--- src/rtl/ring_freq_counter.sv ---
// Ring-oscillator frequency counter: counts synchronized rising edges of ring_in
// over back-to-back windows of GATE_CYCLES clocks and publishes a saturated count.
module ring_freq_counter #(
    parameter int unsigned GATE_CYCLES = 50000,
    parameter int unsigned CNT_W       = 16,
    parameter int unsigned MAX_COUNT   = 9999
) (
    input  logic             clk,
    input  logic             rst_n,
    input  logic             ring_in,
    input  logic             enable,
    output logic [CNT_W-1:0] bin,
    output logic             valid,
    output logic             ovf
);

    localparam int unsigned GW = $clog2(GATE_CYCLES);
    localparam logic [GW-1:0]    GATE_LAST = GW'(GATE_CYCLES - 1);
    localparam logic [GW-1:0]    GATE_ONE  = GW'(1);
    localparam logic [CNT_W-1:0] MAX_C     = CNT_W'(MAX_COUNT);
    localparam logic [CNT_W-1:0] CNT_ONE   = CNT_W'(1);

    typedef enum logic [0:0] {
        IDLE    = 1'b0,
        MEASURE = 1'b1
    } state_t;

    state_t           state_r;
    logic             sync1_r;
    logic             sync2_r;
    logic             sync_d_r;
    logic             edge_p_s;
    logic [GW-1:0]    gate_cnt_r;
    logic [CNT_W-1:0] edge_cnt_r;
    logic             ovf_acc_r;
    logic [CNT_W-1:0] cnt_next_s;
    logic             ovf_next_s;

    // Two-flop synchronizer plus delay flop for rising-edge detection.
    always_ff @(posedge clk or negedge rst_n) begin
        if (!rst_n) begin
            sync1_r  <= 1'b0;
            sync2_r  <= 1'b0;
            sync_d_r <= 1'b0;
        end else begin
            sync1_r  <= ring_in;
            sync2_r  <= sync1_r;
            sync_d_r <= sync2_r;
        end
    end

    assign edge_p_s = sync2_r & ~sync_d_r;

    // Saturating edge accumulation; an edge lost at the ceiling flags overflow.
    always_comb begin
        cnt_next_s = edge_cnt_r;
        ovf_next_s = ovf_acc_r;
        if (edge_p_s) begin
            if (edge_cnt_r == MAX_C) begin
                ovf_next_s = 1'b1;
            end else begin
                cnt_next_s = edge_cnt_r + CNT_ONE;
            end
        end else begin
            cnt_next_s = edge_cnt_r;
        end
    end

    // Gate-window FSM with registered result outputs.
    always_ff @(posedge clk or negedge rst_n) begin
        if (!rst_n) begin
            state_r    <= IDLE;
            gate_cnt_r <= {GW{1'b0}};
            edge_cnt_r <= {CNT_W{1'b0}};
            ovf_acc_r  <= 1'b0;
            bin        <= {CNT_W{1'b0}};
            ovf        <= 1'b0;
            valid      <= 1'b0;
        end else begin
            case (state_r)
                IDLE: begin
                    gate_cnt_r <= {GW{1'b0}};
                    edge_cnt_r <= {CNT_W{1'b0}};
                    ovf_acc_r  <= 1'b0;
                    valid      <= 1'b0;
                    if (enable) begin
                        state_r <= MEASURE;
                    end else begin
                        state_r <= IDLE;
                    end
                end
                MEASURE: begin
                    if (!enable) begin
                        // Partial window is dropped; bin and ovf keep the last result.
                        state_r    <= IDLE;
                        gate_cnt_r <= {GW{1'b0}};
                        edge_cnt_r <= {CNT_W{1'b0}};
                        ovf_acc_r  <= 1'b0;
                        valid      <= 1'b0;
                    end else if (gate_cnt_r == GATE_LAST) begin
                        bin        <= cnt_next_s;
                        ovf        <= ovf_next_s;
                        valid      <= 1'b1;
                        gate_cnt_r <= {GW{1'b0}};
                        edge_cnt_r <= {CNT_W{1'b0}};
                        ovf_acc_r  <= 1'b0;
                    end else begin
                        gate_cnt_r <= gate_cnt_r + GATE_ONE;
                        edge_cnt_r <= cnt_next_s;
                        ovf_acc_r  <= ovf_next_s;
                        valid      <= 1'b0;
                    end
                end
                default: begin
                    state_r    <= IDLE;
                    gate_cnt_r <= {GW{1'b0}};
                    edge_cnt_r <= {CNT_W{1'b0}};
                    ovf_acc_r  <= 1'b0;
                    valid      <= 1'b0;
                end
            endcase
        end
    end

endmodule

--- config.mk ---
export PLATFORM = sky130hd
export DESIGN_NAME = ring_freq_counter
export DESIGN_NICKNAME = d
export VERILOG_FILES = /design/src/rtl/ring_freq_counter.sv
export SDC_FILE = /design/constraint.sdc
export NUM_CORES = 1
export LEC_CHECK = 0
export ABC_AREA = 1
export BUFFER_PORTS_ARGS = -buffer_cell sky130_fd_sc_hd__clkbuf_2
export CORE_UTILIZATION = 45
export DETAILED_ROUTE_END_ITERATION = 10
export GPL_ROUTABILITY_DRIVEN = 1
export HOLD_SLACK_MARGIN = 0.02
export PLACE_DENSITY = 0.7
export SLEW_MARGIN = 20
export SYNTH_ARGS = -nofsm -noshare
export SYNTH_HDL_FRONTEND = slang
export SYNTH_SLANG_ARGS = --single-unit
--- constraint.sdc ---
create_clock -name clk -period 3.2 [get_ports clk]
set_input_delay 0.32 -clock clk [delete_from_list [all_inputs] [get_ports clk]]
set_output_delay 0.32 -clock clk [all_outputs]
set_load 0.1 [all_outputs]
==> summary.txt, run 1 <==
Timing
  – Max-Slew Margin vs Limit: 0.4721
  – Final Hold Vio Count: 0
  – Sum Neg Setup Slack: 0 ns
  – Final slew viol count: 0
  – Tmin final: 1.876 ns
  – Final setup margin: 1.324 ns
  – Clock skew: 0.007183 ns
  – RSZ-0062 raised after global routing: no
  – Period utilisation layout: 0.5862
  – Worst Max-Slew Pin Slew: 0.7889 ns
  – Finish-stage setup viols: 0
  – FMAX: 533.1 MHz

Synthesis
  – Mapped Nets: 375
  – Mapped cell area: 0.002794 mm2
  – Synth warnings: 0
  – Mean Syn Cell Area: 7.572 um2
  – Register area share after synthesis: 0.4926
  – Mapped Cells: 369
  – #FFs+latches synth: 55
  – Yosys cell types: 30

Global route
  – Overflow after GRT: 0
  – Vias in the first global route: 2311
  – Pin count of the biggest net entering global routing: 56
  – GRT Resource Usage Total: 0.2001
  – First-pass GRT wire length: 9998 um
  – Initial antenna violation count: 0

Power
  – Clock power frac: 0.381
  – Internal Dissipation: 0.0009449 W
  – Gate power share: 0.041
  – Sequential share of power: 0.577
  – Sw Ratio: 0.2271
  – Switching power: 0.0002776 W
  – Cell Pwr Density: 397.0 mW/mm2
  – Leakage dissipation: 1.564 nW
  – Max rail drop VDD: 0.0002339 V

Route
  – WL/cell: 12.40 um
  – DRT Pass-1 Iters: 4
  – Total Wirelength: 5801 um
  – Vias: 2369
  – Avg Vias per Cell: 5.062
  – Routed Antenna Nets: 0
  – Initial DRC count: 93
  – # DRC: 0

Place
  – Dpl hpwl: 4167 um
  – Pre-CTS setup slack: 1.292 ns
  – PortBufs: 21
  – GPL Wtd Cong: 0.8921

Clock tree
  – Clock Tree Buf Depth: 2
  – TritonCTS Buffers: 5
  – Clock root buffer: clkbuf_8
  – Hold-fix buffers, CTS: 0
  – Clk Latency, worst-skew pair: 0.31 ns
  – Setup repair bufs after CTS: 0
  – H-tree depth: 2
  – Clock slew at reported path FFs: 0.10 ns
  – Clk sinks: 55
  – Resized Gates After CTS: 0
  – CTS tree: yes

Floorplan
  – Full die area: 0.006528 mm2
  – Die width: 80.80 um
  – Initial Util: 0.4691
  – Total core area: 0.005956 mm2
  – IO Pins: 22
  – Chip height: 80.80 um
  – Core Rows: 28

Critical path
  – CP arrival: 2.13 ns
  – Ordered cell list for the critical path: ha_1 -> nand2_2 -> nor2_4 -> inv_2 -> nor2_1 -> nand2_1 -> nor2_1 -> nand3_1 -> nand2_1
  – Crit-path max FO: 11
  – WS Path Type: reg -> reg
  – CP Launch Type: flip-flop
  – Setup crit end kind: flip-flop
  – Critical Path Max Stage Delay: 0.60 ns
  – CP required: 3.45 ns
  – Slowest cell on crit path: nor2_1

Layout
  – Post-layout util: 0.5170
  – Commonest cells after routing, fill and taps aside: nand2_1 (132), dfrtp_1 (55), nor2_1 (54)
  – Share of cells above drive strength 1: 0.1120
  – Ant. Diodes: 0
  – Synth-to-Final Area Change: 10.21%
  – Commonest non-fill, non-tap cell in the layout: nand2_1
  – NumNets Final: 398

Run
  – Max cap viols: 0

Outcome
  – Outcome: completed

Min path
  – Worst Hold Class: in -> reg
==> power by group through the flow <==
stage	registers [W]	logic, W	clock network [W]
4_1_cts	0.000706	0.0000521	0.000476
2_1_floorplan	0.000718	0.0000286	0
5_1_grt	0.000707	0.0000592	0.000506
6_report	0.000706	0.0000507	0.000466
3_3_place_gp	0.000719	0.0000502	0
3_5_place_dp	0.000719	0.0000519	0
==> stage by stage <==
step / hold WS, ns / instances / instance area, um2 / power, W
4_1_cts: 0.1009 / 468 / 3079 / 0.001234
3_5_place_dp: 0.3413 / 460 / 2967 / 0.0007712
5_1_grt: 0.09252 / 468 / 3079 / 0.001271
6_report: 0.1111 / 468 / 3079 / 0.001223
2_1_floorplan: 0.02441 / 369 / 2794 / 0.0007469
3_3_place_gp: 0.3372 / 460 / 2967 / 0.0007693
==> routing by layer <==
metal	track usage	vias up	part of all wire
met2	0.3610	34	0.50
met5	0	-	0
met1	0.2382	1133	0.47
met3	0.03483	7	0.026
met4	0.07321	0	0.0098
li1	-	1195	-
==> worst max-delay path, delay by kind of cell (launching register included) <==
family	cells	cell delay (ns)
adder cells (fa/ha/maj)	1	0.18
buffers and inverters	1	0.06
flip-flops	1	0.38
AND/OR/NAND/NOR	7	1.19
==> logic make-up after synthesis <==
logic type               after synthesis  synth area share
AND/OR/NAND/NOR                      242            0.3771
adder cells (fa/ha/maj)                2          0.008955
AO/OA/AOI/OAI                         19           0.03538
flip-flops                            55            0.4926
XOR/XNOR                               7           0.02194
buffers and inverters                 44           0.06404
==> final timing paths <==
path | start | end | slack (ns) | cells past startpoint
min in group asynchronous | rst_n | bin[15]$_DFFE_PN0P_ | 0.13 | 2
max in group asynchronous | rst_n | bin[6]$_DFFE_PN0P_ | 2.62 | 2
worst max register to register | gate_cnt_r[0]$_DFF_PN0_ | bin[0]$_DFFE_PN0P_ | 1.32 | 9
worst max-delay path | gate_cnt_r[0]$_DFF_PN0_ | bin[0]$_DFFE_PN0P_ | 1.32 | 9
worst min-delay path | ring_in | sync1_r$_DFF_PN0_ | 0.11 | 1
worst min register to register | sync1_r$_DFF_PN0_ | sync2_r$_DFF_PN0_ | 0.36 | 0
==> final cells by class <==
| cell class | count | area, um2 |
|---|---|---|
| fill | 577 | 2877 |
| sequential | 55 | 1376 |
| multi-input combinational | 270 | 1239 |
| inverter | 38 | 145.1 |
| timing repair buffer | 22 | 112.6 |
| tap | 75 | 93.84 |
| clock buffer | 5 | 68.82 |
| clock inverter | 3 | 43.79 |
==> synth_stat cells, drive strengths merged <==
cell type,number,share of area
a21oi,9,0.016
o21bai,1,0.0027
nand3b,2,0.0054
and2,2,0.0045
ha,2,0.0090
nor3,7,0.017
o21ai,8,0.014
nand2,136,0.19
nand3,25,0.045
buf,4,0.0094
clkbuf,2,0.0027
nor4,1,0.0022
nand4,7,0.016
xnor2,4,0.013
inv,38,0.052
nor2,60,0.094
dfrtp,55,0.49
a31oi,1,0.0022
xor2,3,0.0094
nor3b,2,0.0054
==> registers in the layout (all words and copies together), names as in the netlist <==
| name | cells |
|---|---|
| state_r | 1 |
| gate_cnt_r | 16 |
| sync_d_r | 1 |
| edge_cnt_r | 16 |
| ovf_acc_r | 1 |
| sync2_r | 1 |
| sync1_r | 1 |
| ovf | 1 |
| valid | 1 |
| bin | 16 |
No activity file was read; power rests on OpenSTA's default activity.
==> run 2, diff against run 1 <==
--- a/config.mk
+++ b/config.mk
@@ -11,7 +11,7 @@
 export DETAILED_ROUTE_END_ITERATION = 10
 export GPL_ROUTABILITY_DRIVEN = 1
 export HOLD_SLACK_MARGIN = 0.02
-export PLACE_DENSITY = 0.7
+export PLACE_DENSITY = 0.72
 export SLEW_MARGIN = 20
 export SYNTH_ARGS = -nofsm -noshare
 export SYNTH_HDL_FRONTEND = slang
==> constraint.sdc (replaced) <==
create_clock -name clk -period 1.7 [get_ports clk]
set_input_delay 0.17 -clock clk [delete_from_list [all_inputs] [get_ports clk]]
set_output_delay 0.17 -clock clk [all_outputs]
set_load 0.1 [all_outputs]
==> run 2 against run 1 <==
Compared with the run above: hold slack gained 0.25 ns; highest routed layer unchanged; sequential cell count unchanged; total power up 87%; die area did not move.
==> summary.txt, run 2 (same netlist as run 1, synthesis figures left out) <==
Place
  – Dpl hpwl: 4248 um
  – PortBufs: 21
  – GPL Wtd Cong: 0.9136

Timing
  – Final Hold Vio Count: 0
  – Final slew viol count: 0
  – Sum Neg Setup Slack: 0 ns
  – RSZ-0062 raised after global routing: no
  – Worst Max-Slew Pin Slew: 0.5432 ns
  – Clock skew: 0.006936 ns
  – FMAX: 655.2 MHz
  – Finish-stage setup viols: 0
  – Hold Slack: 0.3611 ns
  – Period utilisation layout: 0.8978
  – Tmin final: 1.526 ns
  – Max-Slew Margin vs Limit: 0.6394

Critical path
  – Reg2reg start: edge_cnt_r[0]$_DFF_PN0_
  – Setup crit end kind: flip-flop
  – Crit-path max FO: 4
  – R2R Setup Slk: 0.17 ns
  – Reg-to-Reg End: ovf$_DFFE_PN0P_
  – WS Path Type: reg -> reg
  – Reg2reg path depth: 7
  – CP Launch Type: flip-flop
  – CP arrival: 1.76 ns
  – CP required: 1.94 ns

Layout
  – Share of cells above drive strength 1: 0.1219
  – Commonest cells after routing, fill and taps aside: nand2_1 (132), dfrtp_1 (55), nor2_1 (54)
  – Synth-to-Final Area Change: 13.35%
  – Largest registers: bin (16), edge_cnt_r (16), gate_cnt_r (16)
  – Ant. Diodes: 0
  – Commonest non-fill, non-tap cell in the layout: nand2_1
  – NumNets Final: 408
  – Number of fillers in the final layout: 580

Global route
  – GRT Resource Usage Total: 0.2026
  – Pin count of the biggest net entering global routing: 56
  – Initial antenna violation count: 0
  – Met3 Use GR: 0.03933
  – Routing usage on met2: 0.3534
  – Vias in the first global route: 2211
  – Overflow after GRT: 0
  – Met1 Usage GRT: 0.2574
  – GRT Max-Usage Layer: met2
  – First-pass GRT wire length: 10130 um

Power
  – Gate power share: 0.049
  – Cell Pwr Density: 721.6 mW/mm2
  – Leakage dissipation: 1.608 nW
  – Clock power frac: 0.369
  – Switching power: 0.0004986 W
  – Sequential share of power: 0.582
  – Internal Dissipation: 0.001786 W
  – Max rail drop VDD: 0.0006759 V
  – Sw Ratio: 0.2182

Floorplan
  – Chip height: 80.80 um
  – IO Pins: 22
  – Full die area: 0.006528 mm2
  – Total core area: 0.005956 mm2
  – Core Rows: 28
  – Die width: 80.80 um
  – Initial Util: 0.4691

Clock tree
  – Clk Latency, worst-skew pair: 0.30 ns
  – CTS tree: yes
  – H-tree depth: 2
  – Clk sinks: 55
  – TritonCTS Buffers: 5
  – Clock slew at reported path FFs: 0.09 ns
  – Clock root buffer: clkbuf_8
  – Clock Tree Buf Depth: 2

Route
  – # DRC: 0
  – Initial DRC count: 95
  – Total Wirelength: 5862 um
  – WL/cell: 12.29 um
  – Vias: 2367
  – Avg Vias per Cell: 4.962
  – DRT Pass-1 Iters: 4
  – Routed Antenna Nets: 0

Min path
  – Worst hold start: sync1_r$_DFF_PN0_
  – Hold Path End: sync2_r$_DFF_PN0_
  – Worst Hold Class: reg -> reg
  – Hold Path Stages: 0

Outcome
  – Outcome: completed

Run
  – Max cap viols: 0
[run 2: cell count changes in the layout (fill, tap and decap cells not counted), sizes merged]
cell         change
buf              +7
clkbuf           +1
dlygate4sd3      +3
clkinv           -2
[run 2: layout make-up]
cell class / instances / area (um2) / share of cell area
tap: 75 / 93.84 / 0.02963
inverter: 38 / 147.6 / 0.04662
clock inverter: 1 / 30.03 / 0.009482
multi-input combinational: 270 / 1239 / 0.3912
sequential: 55 / 1376 / 0.4346
clock buffer: 6 / 72.57 / 0.02292
timing repair buffer: 32 / 207.7 / 0.06559
[run 2: worst max-delay path, cell delays in order (launching register included)]
cell and delay, ns:
dfrtp_1 0.43, ha_1 0.20, nand3_1 0.16, nor2_1 0.14
nand2_1 0.13, o21ai_0 0.27, nand2_1 0.08, nand2_1 0.08
[run 2: repair_timing]
| item | CTS | global route |
|---|---|---|
| endpoints found under the hold margin | 57 | 0 |
| buffers inserted | 0 | 0 |
| hold buffers | 3 | 0 |
| endpoints found under the setup margin | 0 | 1 |
| resized for setup | 0 | 1 |
[run 2: through the flow]
step	power, W	worst slack [ns]	utilization	instances	area (um2)
final	0.002285	0.1738	0.5317	477	3167
after global routing	0.002382	0.01177	0.5317	477	3167
after CTS	0.002306	0.1570	0.5313	477	3164
after detailed placement	0.001463	0.1721	0.5090	467	3032
after global placement	0.001460	0.2305	0.5090	467	3032
after floorplan	0.001406	0.2240	-	369	2794
[run 2: power by group through the flow]
stage | sequential (W) | clock [W] | combinational, W
after floorplan | 0.00135 | 0 | 0.0000539
after global placement | 0.00135 | 0 | 0.000106
after detailed placement | 0.00135 | 0 | 0.000108
after CTS | 0.00133 | 0.000864 | 0.000113
after global routing | 0.00133 | 0.000922 | 0.000130
final | 0.00133 | 0.000844 | 0.000112
[run 2: worst max-delay path by stage]
| stage | startpoint | end | slack, ns | cells past startpoint |
|---|---|---|---|---|
| 6_report | edge_cnt_r[0]$_DFF_PN0_ | ovf$_DFFE_PN0P_ | 0.17 | 7 |
| 5_1_grt | gate_cnt_r[2]$_DFF_PN0_ | gate_cnt_r[11]$_DFF_PN0_ | 0.01 | 7 |
| 4_1_cts | gate_cnt_r[0]$_DFF_PN0_ | ovf$_DFFE_PN0P_ | 0.16 | 10 |
| 3_5_place_dp | gate_cnt_r[0]$_DFF_PN0_ | ovf$_DFFE_PN0P_ | 0.17 | 10 |
| 3_3_place_gp | gate_cnt_r[0]$_DFF_PN0_ | bin[5]$_DFFE_PN0P_ | 0.23 | 10 |
| 2_1_floorplan | gate_cnt_r[0]$_DFF_PN0_ | bin[0]$_DFFE_PN0P_ | 0.22 | 11 |
[run 2: metal layers]
layer | part of all wire | wire length [um]
met2 | 0.49 | 2873
met1 | 0.47 | 2755
met4 | 0.015 | 87
met3 | 0.025 | 146
met5 | 0 | 0
==> run 3, diff against run 2 <==
--- a/config.mk
+++ b/config.mk
@@ -11,7 +11,8 @@
 export DETAILED_ROUTE_END_ITERATION = 10
 export GPL_ROUTABILITY_DRIVEN = 1
 export HOLD_SLACK_MARGIN = 0.02
-export PLACE_DENSITY = 0.72
+export MAX_ROUTING_LAYER = met4
+export PLACE_DENSITY = 0.65
 export SLEW_MARGIN = 20
 export SYNTH_ARGS = -nofsm -noshare
 export SYNTH_HDL_FRONTEND = slang
==> run 3 against run 2 <==
Compared with the run above: die area did not move; final cell count down 0.21%; sequential power about the same; setup slack got worse by 0.018 ns; maximum frequency fell by 1.2%; via count fell by 1.4%; sequential share of layout area grew 0.24 points.
==> summary.txt, run 3 (same netlist as run 1, synthesis figures left out) <==
Global route
  – Vias in the first global route: 2289
  – Pin count of the biggest net entering global routing: 56
  – First-pass GRT wire length: 10210 um
  – Initial antenna violation count: 0
  – GRT Resource Usage Total: 0.2125
  – Overflow after GRT: 0

Clock tree
  – Clock slew at reported path FFs: 0.09 ns
  – H-tree depth: 2
  – Clock root buffer: clkbuf_8
  – Setup repair bufs after CTS: 0
  – Clk sinks: 55
  – Clk Latency, worst-skew pair: 0.31 ns
  – TritonCTS Buffers: 5
  – CTS tree: yes
  – Clock Tree Buf Depth: 2

Route
  – Routed Antenna Nets: 0
  – Vias: 2335
  – DRT Pass-1 Iters: 4
  – Met1 wire length: 2691 um
  – Wire length on met2: 2928 um
  – Avg Vias per Cell: 4.905
  – WL/cell: 12.30 um
  – Met3 WL: 163 um
  – Initial DRC count: 152
  – Top Layer Used: met4
  – # DRC: 0
  – Total Wirelength: 5855 um

Layout
  – Share of cells above drive strength 1: 0.1222
  – Sequential cell area: 0.001376 mm2
  – Multi-input gate area: 0.001254 mm2
  – Commonest cells after routing, fill and taps aside: nand2_1 (132), dfrtp_1 (55), nor2_1 (54)
  – Post-layout util: 0.5288
  – Commonest non-fill, non-tap cell in the layout: nand2_1
  – Largest registers: bin (16), edge_cnt_r (16), gate_cnt_r (16)
  – NumNets Final: 408
  – Number of fillers in the final layout: 575
  – Ant. Diodes: 0
  – Synth-to-Final Area Change: 12.72%

Floorplan
  – Chip height: 80.80 um
  – Total core area: 0.005956 mm2
  – Initial Util: 0.4691
  – Full die area: 0.006528 mm2
  – Die width: 80.80 um
  – IO Pins: 22
  – Core Rows: 28

Power
  – Sw Ratio: 0.2297
  – Cell Pwr Density: 671.9 mW/mm2
  – Clock power frac: 0.319
  – Switching power: 0.0004861 W
  – Gate power share: 0.054
  – Max rail drop VDD: 0.0004075 V
  – Sequential share of power: 0.628
  – Internal Dissipation: 0.001630 W
  – Leakage dissipation: 1.595 nW

Timing
  – Final Hold Vio Count: 0
  – Worst Max-Slew Pin Slew: 0.5469 ns
  – Finish-stage setup viols: 0
  – Max-Slew Margin vs Limit: 0.6369
  – Sum Neg Setup Slack: 0 ns
  – Hold Slack: 0.3577 ns
  – RSZ-0062 raised after global routing: no
  – Final slew viol count: 0
  – Period utilisation layout: 0.9083
  – Clock skew: 0.008963 ns
  – Tmin final: 1.544 ns
  – FMAX: 647.6 MHz

Place
  – Dpl hpwl: 4271 um
  – PortBufs: 21
  – GPL Wtd Cong: 0.8554

Critical path
  – CP arrival: 1.73 ns
  – CP Launch Type: flip-flop
  – WS Path Type: reg -> reg
  – Crit-path max FO: 19
  – Setup crit end kind: flip-flop
  – CP required: 1.89 ns

Min path
  – Worst Hold Class: reg -> reg

Run
  – Max cap viols: 0

Outcome
  – Outcome: completed
-- run 3: area by class of cell --
cell class                 instances  share of cell area
multi-input combinational        270              0.3981
clock buffer                       6             0.02304
inverter                          38             0.04609
tap                               75             0.02980
timing repair buffer              32             0.06595
sequential                        55              0.4370
-- run 3: critical path, cell delays in order (launching register included) --
cell and delay (ns):
dfrtp_1 0.38, ha_1 0.19, nand2_2 0.08, nor2_4 0.11
inv_2 0.06, nor2_4 0.12, nand2_4 0.09, nor2_8 0.14
inv_4 0.11, nand2_1 0.07, o21ai_0 0.07
-- run 3: through the flow --
stage / cells / total power, W / setup slack [ns] / area (um2)
floorplan: 369 / 0.001406 / 0.2240 / 2794
finish: 476 / 0.002116 / 0.1558 / 3149
global placement: 467 / 0.001460 / 0.1803 / 3032
detailed placement: 467 / 0.001462 / 0.1259 / 3032
global route: 476 / 0.002209 / 0.001621 / 3149
CTS: 476 / 0.002139 / 0.09944 / 3134
-- run 3: metal layers --
| layer | global-route usage | up-vias |
|---|---|---|
| li1 | - | 1211 |
| met5 | - | - |
| met4 | 0.05893 | 0 |
| met2 | 0.3686 | 25 |
| met1 | 0.2518 | 1091 |
| met3 | 0.04045 | 8 |
-- run 3: power by group through the flow --
| stage | combinational [W] | sequential [W] | clock [W] |
|---|---|---|---|
| after global routing | 0.000131 | 0.00133 | 0.000748 |
| final | 0.000114 | 0.00133 | 0.000674 |
| after CTS | 0.000114 | 0.00133 | 0.000696 |
| after global placement | 0.000106 | 0.00135 | 0 |
| after detailed placement | 0.000109 | 0.00135 | 0 |
| after floorplan | 0.0000539 | 0.00135 | 0 |
-- run 3: path summary, 6_finish.rpt --
kind	slack [ns]	startpoint	to	depth (start not counted)
worst min-delay path	0.36	sync1_r$_DFF_PN0_	sync2_r$_DFF_PN0_	0
min in group asynchronous	0.38	rst_n	edge_cnt_r[0]$_DFF_PN0_	3
worst max register to register	0.16	gate_cnt_r[0]$_DFF_PN0_	bin[5]$_DFFE_PN0P_	10
worst min register to register	0.36	sync1_r$_DFF_PN0_	sync2_r$_DFF_PN0_	0
worst max-delay path	0.16	gate_cnt_r[0]$_DFF_PN0_	bin[5]$_DFFE_PN0P_	10
max in group asynchronous	1.05	rst_n	gate_cnt_r[5]$_DFF_PN0_	3
-- run 3: timing repair --
item | in CTS | in global routing
gates resized for setup | 0 | 3
hold endpoints to repair | 57 | 0
hold buffers | 3 | 0
setup endpoints to repair | 0 | 6
